$ cat config.mk
export PLATFORM = sky130hd
export DESIGN_NAME = pipe_adder
export DESIGN_NICKNAME = d
export VERILOG_FILES = /design/src/rtl/pipe_adder.sv
export SDC_FILE = /design/constraint.sdc
export NUM_CORES = 1
export LEC_CHECK = 0
export ABC_AREA = 1
export CAP_MARGIN = 20
export CORE_UTILIZATION = 45
export CTS_BUF_LIST = sky130_fd_sc_hd__clkbuf_8 sky130_fd_sc_hd__clkbuf_16
export DETAILED_ROUTE_END_ITERATION = 8
export GPL_TIMING_DRIVEN = 0
export PLACE_DENSITY = 0.67
export SLEW_MARGIN = 10
export SYNTH_ARGS = -nofsm -noshare
export SYNTH_HDL_FRONTEND = slang
export SYNTH_SLANG_ARGS = --single-unit
$ cat constraint.sdc
create_clock -name clk -period 3.1 [get_ports clk]
set_clock_uncertainty 0.2 [all_clocks]
set_input_delay 0.62 -clock clk [delete_from_list [all_inputs] [get_ports clk]]
set_output_delay 0.62 -clock clk [all_outputs]
set_load 0.01 [all_outputs]
$ cat src/rtl/pipe_adder.sv
// Pipelined ripple adder: one CHUNK-bit slice per stage, valid/ready flow control.
// Optional signed-overflow output enabled by defining PIPE_ADDER_OVF_EN.
module pipe_adder #(
    parameter int unsigned WIDTH = 32,
    parameter int unsigned CHUNK = 8
) (
    input  logic             clk,
    input  logic             rst_n,
    input  logic [WIDTH-1:0] a,
    input  logic [WIDTH-1:0] b,
    input  logic             cin,
    input  logic             in_valid,
    output logic             in_ready,
    output logic [WIDTH-1:0] sum,
    output logic             cout,
    output logic             out_valid,
    input  logic             out_ready
`ifdef PIPE_ADDER_OVF_EN
    ,
    output logic             ovf
`endif
);

    localparam int unsigned STAGES = WIDTH / CHUNK;
    localparam int unsigned MSB    = WIDTH - 1;

    logic [STAGES-1:0] valid_q, valid_d;
    logic [STAGES-1:0] carry_q, carry_d;
    logic [WIDTH-1:0]  a_q   [STAGES];
    logic [WIDTH-1:0]  a_d   [STAGES];
    logic [WIDTH-1:0]  b_q   [STAGES];
    logic [WIDTH-1:0]  b_d   [STAGES];
    logic [WIDTH-1:0]  sum_q [STAGES];
    logic [WIDTH-1:0]  sum_d [STAGES];

    // The whole pipeline moves as one; a full last stage blocks only if downstream stalls.
    assign in_ready = !valid_q[STAGES-1] || out_ready;

    always_comb begin
        logic [WIDTH-1:0] pa, pb, ps;
        logic             pc;
        logic [CHUNK:0]   part;
        int unsigned      j;
        pa      = '0;
        pb      = '0;
        ps      = '0;
        pc      = 1'b0;
        part    = '0;
        j       = 0;
        valid_d = '0;
        carry_d = '0;
        a_d     = '{default: '0};
        b_d     = '{default: '0};
        sum_d   = '{default: '0};
        for (int unsigned k = 0; k < STAGES; k++) begin
            j = (k == 0) ? 0 : k - 1;
            if (k == 0) begin
                pa         = a;
                pb         = b;
                pc         = cin;
                ps         = '0;
                valid_d[k] = in_valid;
            end else begin
                pa         = a_q[j];
                pb         = b_q[j];
                pc         = carry_q[j];
                ps         = sum_q[j];
                valid_d[k] = valid_q[j];
            end
            part = {1'b0, pa[k*CHUNK +: CHUNK]} + {1'b0, pb[k*CHUNK +: CHUNK]}
                 + {{CHUNK{1'b0}}, pc};
            a_d[k]                    = pa;
            b_d[k]                    = pb;
            sum_d[k]                  = ps;
            sum_d[k][k*CHUNK +: CHUNK] = part[CHUNK-1:0];
            carry_d[k]                = part[CHUNK];
        end
    end

`ifdef PIPE_ADDER_OVF_EN
    logic ovf_d, ovf_q;

    // Evaluated as the item enters the last stage, so it is registered with the sum.
    assign ovf_d = (a_d[STAGES-1][MSB] == b_d[STAGES-1][MSB])
                && (sum_d[STAGES-1][MSB] != a_d[STAGES-1][MSB]);

    always_ff @(posedge clk) begin
        if (!rst_n) begin
            ovf_q <= 1'b0;
        end else if (in_ready) begin
            ovf_q <= ovf_d;
        end
    end

    assign ovf = ovf_q;
`endif

    always_ff @(posedge clk) begin
        if (!rst_n) begin
            valid_q <= '0;
            carry_q <= '0;
            a_q     <= '{default: '0};
            b_q     <= '{default: '0};
            sum_q   <= '{default: '0};
        end else if (in_ready) begin
            valid_q <= valid_d;
            carry_q <= carry_d;
            a_q     <= a_d;
            b_q     <= b_d;
            sum_q   <= sum_d;
        end
    end

    assign sum       = sum_q[STAGES-1];
    assign cout      = carry_q[STAGES-1];
    assign out_valid = valid_q[STAGES-1];

endmodule

After elaboration in Yosys (flattened, before gate mapping) --
Cells that the tools add are included.
Word-level totals: register bits after elaboration 280, word-level logic and storage cells 22
Operators by class: add/subtract/negate cells 8, reduce and logical (&&, ||, !) cells 2
Operators by type and width (number):
- adder 8 x 8 -> 9 bit | 4
- adder 9 x 1 -> 9 bit | 4
- zero test 1 bit | 1
- logical OR 1 bit | 1

Longest topological paths before layout --
Gate-level depths: netlist of run 1.
word-level depth 2, gate-level depth with buffers 12, gate-level depth less buffers 12

Worst setup path before layout of run 1 --
OpenSTA, ideal clock, no wires.
kind input to register, start point in a[0], end point reg sum_q, in the netlist sum_d[70], arrival 1942 ps, required time 2791 ps, path slack 849 ps, stages 10, path buffers 0, cells stage by stage fa_1 -> fa_1 -> nand2_1 -> nand2_1 -> nand3b_1 -> nand2_1 -> nand2_1 -> nand3_1 -> nand2_1 -> inv_1
Between the ends: longest elaborated chain between the ends 2
RTL lines:
- start, declared | RTL line 9 | input logic [WIDTH-1:0] a,
- adder 8 x 8 -> 9 bit | RTL line 70 | part = {1'b0, pa[k*CHUNK +: CHUNK]} + {1'b0, pb[k*CHUNK +: CHUNK]}
- adder 9 x 1 -> 9 bit | RTL line 71 | + {{CHUNK{1'b0}}, pc};
- end signal, assigned | RTL line 110 | sum_q <= sum_d;
- end, declared | RTL line 33 | logic [WIDTH-1:0] sum_q [STAGES];
Every way passes these cells. A chain may end at the register's enable or synchronous reset.

Worst setup path in the final report of run 1 --
start point in out_ready, end point out in_ready
Between the ends: longest elaborated chain between the ends 1
RTL lines:
- start, declared | RTL line 17 | input logic out_ready
- logical OR 1 bit | RTL line 37 | assign in_ready = !valid_q[STAGES-1] || out_ready;
- end, declared | RTL line 13 | output logic in_ready,
Every way passes these cells.

==> summary.md, run 1 <==
| Metric | Value |
|---|---|
| Switching Share | 24.0% |
| Largest net degree at the start of global routing | 17 |
| Crit path to | in_ready |
| Reg2Reg Setup Slack | 0.93 ns |
| Crit Path Max Fanout | 10 |
| Cells after Synth | 1052 |
| Yosys reg bits | 184 |
| Number of global-route vias before repair | 6236 |
| Fin nets | 1278 |
| Critical Path Source | out_ready |
| Worst Hold Class | reg -> reg |
| H-tree levels | 4 |
| CTS Buffer Depth | 2 |
| Max Freq | 0.366 GHz |
| Clk pwr share | 40.3% |
| DRC viols | 0 |
| Comb pwr share | 11.3% |
| Synth Warn # | 0 |
| Initial antenna violation count | 0 |
| Post-synth net total | 1157 |
| R2R Path End | sum_d[22]$_SDFFE_PN0P_ |
| Cell Int Power | 4.11 mW |
| Congestion Overflow GR | 0 |
| Global placer's final weighted congestion | 0.844 |
| DRT iter0 DRCs | 308 |
| Seq/Total Area, Yosys | 47.1% |
| Avg Synthesized Cell Area | 7.43 um2 |
| Worst setup SP type | input pin |
| P&R area growth vs syn | 24.1% |
| Met2 Routed Length | 8330 um |
| Pwr dens | 556 nW/um2 |
| DRT antenna net count | 0 |
| CTS buffer count | 17 |
| CORE AREA | 16800 um2 |
| Sink Count | 184 |
| Wire per inst | 13.2 um |
| Post-route cell area | 9710 um2 |
| Layout filler cell count | 1638 |
| Die area | 17900 um2 |
| WP data arrival | 1.91 ns |
| CP endpoint kind | primary output |
| Post-DP HPWL | 13900 um |
| Seq pwr share | 48.4% |
| Die height | 134 um |
| Root buf cell | clkbuf_16 |
| Rows | 47 |
| First-pass GRT wire length | 30700 um |
| R2R Path Start | carry_q[1]$_SDFFE_PN0P_ |
| Min cycle time layout | 2.73 ns |
| Worst slew margin | 59.1% |
| Tcrit/Tclk final | 88.1% |
| WL met1 | 8910 um |
| Util after Layout | 57.9% |
| Net Sw Power | 1.29 mW |
| Hold slack | 0.252 ns |
| Drt pass-1 iters | 7 |
| Total track usage | 22.1% |
| Total number of vias | 6802 |
| Unrepaired setup endpoints after global routing | no |
| ANT cells | 0 |
| Final hold vios | 0 |
| Netlist cell types | 27 |
| Share of layout cells above drive strength 1 | 5.49% |
| CTS tree | done |
| Number of top-level pins | 104 |
| DP Worst Slack | 0.0143 ns |
| Met3 WL post-DR | 863 um |
| DR top layer | met4 |
| Max Cap Viol | 0 |
| Number of buffers added on ports | 102 |
| Clock-pin slew on the worst setup and hold paths | 0.07 ns |
| Initial core utilization | 46.7% |
| Outcome | complete, no violations |
| Setup TNS Final | 0 ns |
| Worst VDD drop | 0.000501 V |
| DRT Wirelength | 18500 um |
| Worst R2R Path Depth | 10 |
| Max Slew Vio Count | 0 |
| Crit path kind | in -> out |
| Post-cts hold buffer count | 0 |
| Worst-skew pair later-pin latency | 0.43 ns |
| DIE WIDTH | 134 um |
| Critical Path RT | 2.28 ns |
| Dpl cell area | 9120 um2 |
| Final worst-path setup slack | 0.370 ns |
| Lkg Pwr | 4.85 nW |
| Worst slew pin tran | 0.613 ns |
| Avg Vias per Cell | 4.84 |
| Setup violations, final | 0 |
| Mapped Area | 7820 um2 |
==> worst min-delay path by stage <==
stage                            start                       to  slack [ns]  depth (start not counted)
2_1_floorplan  valid_q[2]$_SDFFE_PN0P_  valid_q[2]$_SDFFE_PN0P_        0.22                          2
3_3_place_gp   valid_q[2]$_SDFFE_PN0P_  valid_q[2]$_SDFFE_PN0P_        0.23                          2
3_5_place_dp   valid_q[2]$_SDFFE_PN0P_  valid_q[2]$_SDFFE_PN0P_        0.24                          2
4_1_cts        valid_q[2]$_SDFFE_PN0P_  valid_q[2]$_SDFFE_PN0P_        0.25                          2
5_1_grt        valid_q[2]$_SDFFE_PN0P_  valid_q[2]$_SDFFE_PN0P_        0.28                          2
6_report       valid_q[2]$_SDFFE_PN0P_  valid_q[2]$_SDFFE_PN0P_        0.25                          2
==> power by group through the flow <==
| stage | registers, mW | clock network (mW) | logic [mW] |
|---|---|---|---|
| finish | 2.62 | 2.18 | 0.608 |
| global route | 2.63 | 2.30 | 0.692 |
| CTS | 2.62 | 2.21 | 0.611 |
| detailed placement | 2.67 | 0 | 0.607 |
| global placement | 2.66 | 0 | 0.597 |
| floorplan | 2.65 | 0 | 0.352 |
==> layout make-up <==
| class | count | area, um2 | area share [%] |
|---|---|---|---|
| sequential | 184 | 3680 | 37.9 |
| multi-input combinational | 725 | 3520 | 36.3 |
| timing repair buffer | 102 | 1020 | 10.5 |
| clock buffer | 19 | 453 | 4.67 |
| inverter | 83 | 314 | 3.24 |
| buffer | 60 | 300 | 3.09 |
| tap | 220 | 275 | 2.84 |
| clock inverter | 11 | 135 | 1.39 |
==> what timing repair did <==
item	CTS	global route
setup buffers	0	0
endpoints found under the setup margin	0	1
resized for setup	0	1
==> state kept, by name, summed over array words and instances (netlist names) <==
register  flops
b_d          48
sum          32
a_d          48
carry_q       4
valid_q       4
sum_d        48
==> routing by layer <==
layer / global-route usage (%) / vias to the layer above
met5: 0 / -
met4: 8.71 / 0
met3: 4.42 / 30
met2: 35.7 / 145
met1: 28.9 / 3033
li1: - / 3594
==> cells by family (layout without fill, tap and decap cells) <==
kind of cell / count (synthesis) / after routing / share of synthesized area, %
adders and majority gates: 36 / 36 / 6.53
AOI/OAI and AO/OA: 206 / 206 / 13.6
and+or+nand+nor: 478 / 478 / 24.4
buffers and inverters: 143 / 275 / 7.86
xor gates and xnor gates: 5 / 5 / 0.560
DFF: 184 / 184 / 47.1
==> stage by stage <==
| step | power (mW) | std cells |
|---|---|---|
| floorplan | 3.01 | 1052 |
| global placement | 3.26 | 1374 |
| detailed placement | 3.27 | 1374 |
| CTS | 5.43 | 1404 |
| global route | 5.62 | 1404 |
| finish | 5.40 | 1404 |
==> Yosys cell counts <==
library cell | number | share of area, %
and2_1 | 1 | 0.080
xnor2_1 | 4 | 0.45
nand3_1 | 44 | 2.8
buf_2 | 27 | 1.7
o21a_1 | 1 | 0.096
or2_2 | 4 | 0.32
nor2_2 | 1 | 0.080
a211oi_1 | 4 | 0.38
o211ai_1 | 6 | 0.58
inv_4 | 1 | 0.080
inv_1 | 82 | 3.9
o21ai_1 | 14 | 0.90
ha_1 | 28 | 4.5
xor2_1 | 1 | 0.11
or2_0 | 1 | 0.080
nand3b_1 | 10 | 0.96
nor2_1 | 313 | 15
or2_1 | 1 | 0.080
nand2_1 | 103 | 4.9
a21oi_1 | 17 | 1.1
buf_6 | 5 | 0.72
o21ai_0 | 163 | 10
fa_1 | 8 | 2.0
clkbuf_1 | 27 | 1.3
buf_4 | 1 | 0.096
o21bai_1 | 1 | 0.096
dfxtp_1 | 184 | 47
==> worst max-delay path, cell delays in order <==
cell             delay [ns]
clkdlybuf4s50_1        0.42
nor2_2                 0.14
buf_6                  0.18
inv_4                  0.06
buf_6                  0.15
buf_6                  0.15
dlymetal6s2s_1         0.17
==> cells in the final DEF, fill, tap and decap left out <==
master	count
a211oi_1	4
a21oi_1	17
and2_1	1
buf_2	27
buf_4	1
buf_6	5
bufinv_16	3
clkbuf_1	27
clkbuf_16	17
clkbuf_8	2
clkdlybuf4s50_1	101
clkinv_2	1
clkinv_4	2
clkinvlp_4	1
dfxtp_1	184
dlymetal6s2s_1	1
fa_1	8
ha_1	28
inv_1	86
inv_4	1
nand2_1	103
nand3_1	44
nand3b_1	10
nor2_1	313
nor2_2	1
o211ai_1	6
o21a_1	1
o21ai_0	163
o21ai_1	14
o21bai_1	1
or2_0	1
or2_1	1
or2_2	4
xnor2_1	4
xor2_1	1
Note: power is estimated with default switching activity, not from simulation.
==> run 2: changes to the inputs <==
--- a/config.mk
+++ b/config.mk
@@ -9,6 +9,7 @@
 export CAP_MARGIN = 20
 export CORE_UTILIZATION = 45
 export CTS_BUF_LIST = sky130_fd_sc_hd__clkbuf_8 sky130_fd_sc_hd__clkbuf_16
+export CTS_CLUSTER_DIAMETER = 120
 export DETAILED_ROUTE_END_ITERATION = 8
 export GPL_TIMING_DRIVEN = 0
 export PLACE_DENSITY = 0.67
==> results of run 2 <==
No change in the layout: final DEF, timing and power equal those of run 1.
==> run 3: changes to the inputs <==
--- a/config.mk
+++ b/config.mk
@@ -13,7 +13,7 @@
 export DETAILED_ROUTE_END_ITERATION = 8
 export GPL_TIMING_DRIVEN = 0
 export PLACE_DENSITY = 0.67
-export SLEW_MARGIN = 10
+export REMOVE_ABC_BUFFERS = 1
 export SYNTH_ARGS = -nofsm -noshare
 export SYNTH_HDL_FRONTEND = slang
 export SYNTH_SLANG_ARGS = --single-unit
==> summary.md, run 3 (synthesis results as in run 1) <==
| Metric | Value |
|---|---|
| Root buf cell | clkbuf_16 |
| Worst Hold Class | reg -> reg |
| Max Cap Viol | 0 |
| CP max-delay cell | clkdlybuf4s50_1 |
| Hold path endpoint | valid_q[2]$_SDFFE_PN0P_ |
| Number of buffers added on ports | 103 |
| CP Cell Sequence | dlygate4sd2_1 > nor2_4 > buf_12 > clkinv_16 > buf_16 > clkdlybuf4s50_1 |
| Buffers & Inverters on Critical Path | 5 |
| R2R Path End | carry_q[2]$_SDFFE_PN0P_ |
| CP max stage delay | 0.48 ns |
| Worst setup SP type | input pin |
| Setup violations, final | 0 |
| DRT iter0 DRCs | 269 |
| DRT Wirelength | 16200 um |
| Number of top-level pins | 104 |
| Crit Path Max Fanout | 38 |
| Final hold vios | 0 |
| Post-DP HPWL | 8820 um |
| Max Slew Vio Count | 0 |
| Crit path kind | in -> out |
| CP endpoint kind | primary output |
| DRT antenna net count | 0 |
| Die height | 134 um |
| Number of global-route vias before repair | 5886 |
| Lkg Pwr | 4.88 nW |
| Hold slack | 0.247 ns |
| Initial antenna violation count | 0 |
| Tcrit/Tclk final | 93.8% |
| Total number of vias | 6573 |
| Critical Path RT | 2.28 ns |
| Fin nets | 1235 |
| Initial core utilization | 46.7% |
| Die area | 17900 um2 |
| Outcome | complete, no violations |
| Layout filler cell count | 1627 |
| CTS tree | done |
| Avg Vias per Cell | 4.82 |
| P&R area growth vs syn | 24.8% |
| H-tree levels | 4 |
| Inst Count DP | 1320 |
| Multi-input logic area | 3530 um2 |
| Global placer's final weighted congestion | 0.781 |
| CTS buffer count | 17 |
| WP data arrival | 2.09 ns |
| Finished Layout Cells | 1363 |
| Congestion Overflow GR | 0 |
| Most common cell after layout, fill and taps aside | nor2_1 |
| CORE AREA | 16800 um2 |
| Max Freq | 0.344 GHz |
| CTS Buffer Depth | 2 |
| Drt pass-1 iters | 4 |
| Pwr dens | 540 nW/um2 |
| Total track usage | 18.3% |
| Hold path depth | 2 |
| Setup TNS Final | 0 ns |
| Worst R2R Path Depth | 10 |
| Worst slew margin | 43.2% |
| DRC viols | 0 |
| CP top delay family | buffers and inverters |
| Sink Count | 184 |
| Worst-skew pair later-pin latency | 0.42 ns |
| First-pass GRT wire length | 26600 um |
| Wire per inst | 11.8 um |
| Commonest cells after routing, fill and taps aside | 313 x nor2_1, 184 x dfxtp_1, 163 x o21ai_0 |
| Worst VDD drop | 0.000381 V |
| Min cycle time layout | 2.91 ns |
| Share of layout cells above drive strength 1 | 4.81% |
| Clock-pin slew on the worst setup and hold paths | 0.07 ns |
| DIE WIDTH | 134 um |
| Register area | 3680 um2 |
| Worst slew pin tran | 0.852 ns |
| Unrepaired setup endpoints after global routing | no |
| Largest net degree at the start of global routing | 106 |
| R2R Path Start | carry_q[1]$_SDFFE_PN0P_ |
| Rows | 47 |
| ANT cells | 0 |
| Hold Startpoint | valid_q[2]$_SDFFE_PN0P_ |
| Reg2Reg Setup Slack | 0.96 ns |
## run 3: changes by cell type in the layout (fill, tap and decap cells not counted), sizes merged
cell / previous run / this run
bufbuf: 0 / 4
dlygate4sd2: 0 / 1
dlymetal6s2s: 1 / 0
bufinv: 3 / 0
inv: 87 / 92
nor2: 314 / 315
clkbuf: 46 / 23
buf: 33 / 8
## run 3: power by group
part,internal (mW),total [mW],switching [mW]
Clock,1.12,2.08,0.959
Sequential,2.53,2.60,0.0762
Combinational,0.291,0.586,0.295
Total,3.94,5.27,1.33
## run 3: area by class of cell
type | instances | share of cell area (%)
Clock inverter | 12 | 1.08
Timing Repair inverter | 1 | 0.0897
Inverter | 83 | 3.46
Clock buffer | 20 | 4.78
Tap cell | 220 | 2.82
Sequential cell | 184 | 37.7
Timing Repair Buffer | 117 | 13.8
Multi-Input combinational cell | 726 | 36.2
## run 3: per-stage QoR
step                cell area (um2)  utilization [%]  setup slack (ns)  power (mW)
CTS                            9690             57.8           0.00885        5.33
global placement               8830             52.7             -6.85        3.22
detailed placement             8950             53.4            -0.951        3.22
floorplan                      7520                -             -2.27        2.98
global route                   9760             58.2             0.130        5.52
finish                         9760             58.2             0.191        5.27
## run 3: timing repair
| item | 4_1_cts | 5_1_grt |
|---|---|---|
| gates cloned | 6 | 3 |
| gates resized for setup | 5 | 1 |
| hold buffers | 0 | 0 |
| setup buffers | 1 | 2 |
| pin swaps | 1 | 1 |
| setup endpoints to repair | 1 | 1 |
## run 3: worst max-delay path by stage
stage / startpoint / to / slack, ns / cells after the start
final: out_ready / in_ready / 0.19 / 6
after detailed placement: out_ready / in_ready / -0.95 / 7
after global placement: out_ready / in_ready / -6.85 / 4
after floorplan: out_ready / sum[28]$_SDFFE_PN0P_ / -2.27 / 6
after CTS: out_ready / in_ready / 0.009 / 7
after global routing: out_ready / in_ready / 0.13 / 6
## run 3: metal layers
| metal | track usage, % | share of wire [%] | wire length (um) | up-vias |
|---|---|---|---|---|
| li1 | - | - | - | 3511 |
| met1 | 23.2 | 49 | 7920 | 2930 |
| met2 | 30.5 | 45 | 7330 | 119 |
| met3 | 4.42 | 4.4 | 704 | 13 |
| met4 | 6.12 | 1.2 | 196 | 0 |
| met5 | 0 | 0 | 0 | - |
## run 3: worst min-delay path, cell delays in order, from the launching register on
cell     delay (ns)
dfxtp_1        0.31
inv_1          0.05
a21oi_1        0.05
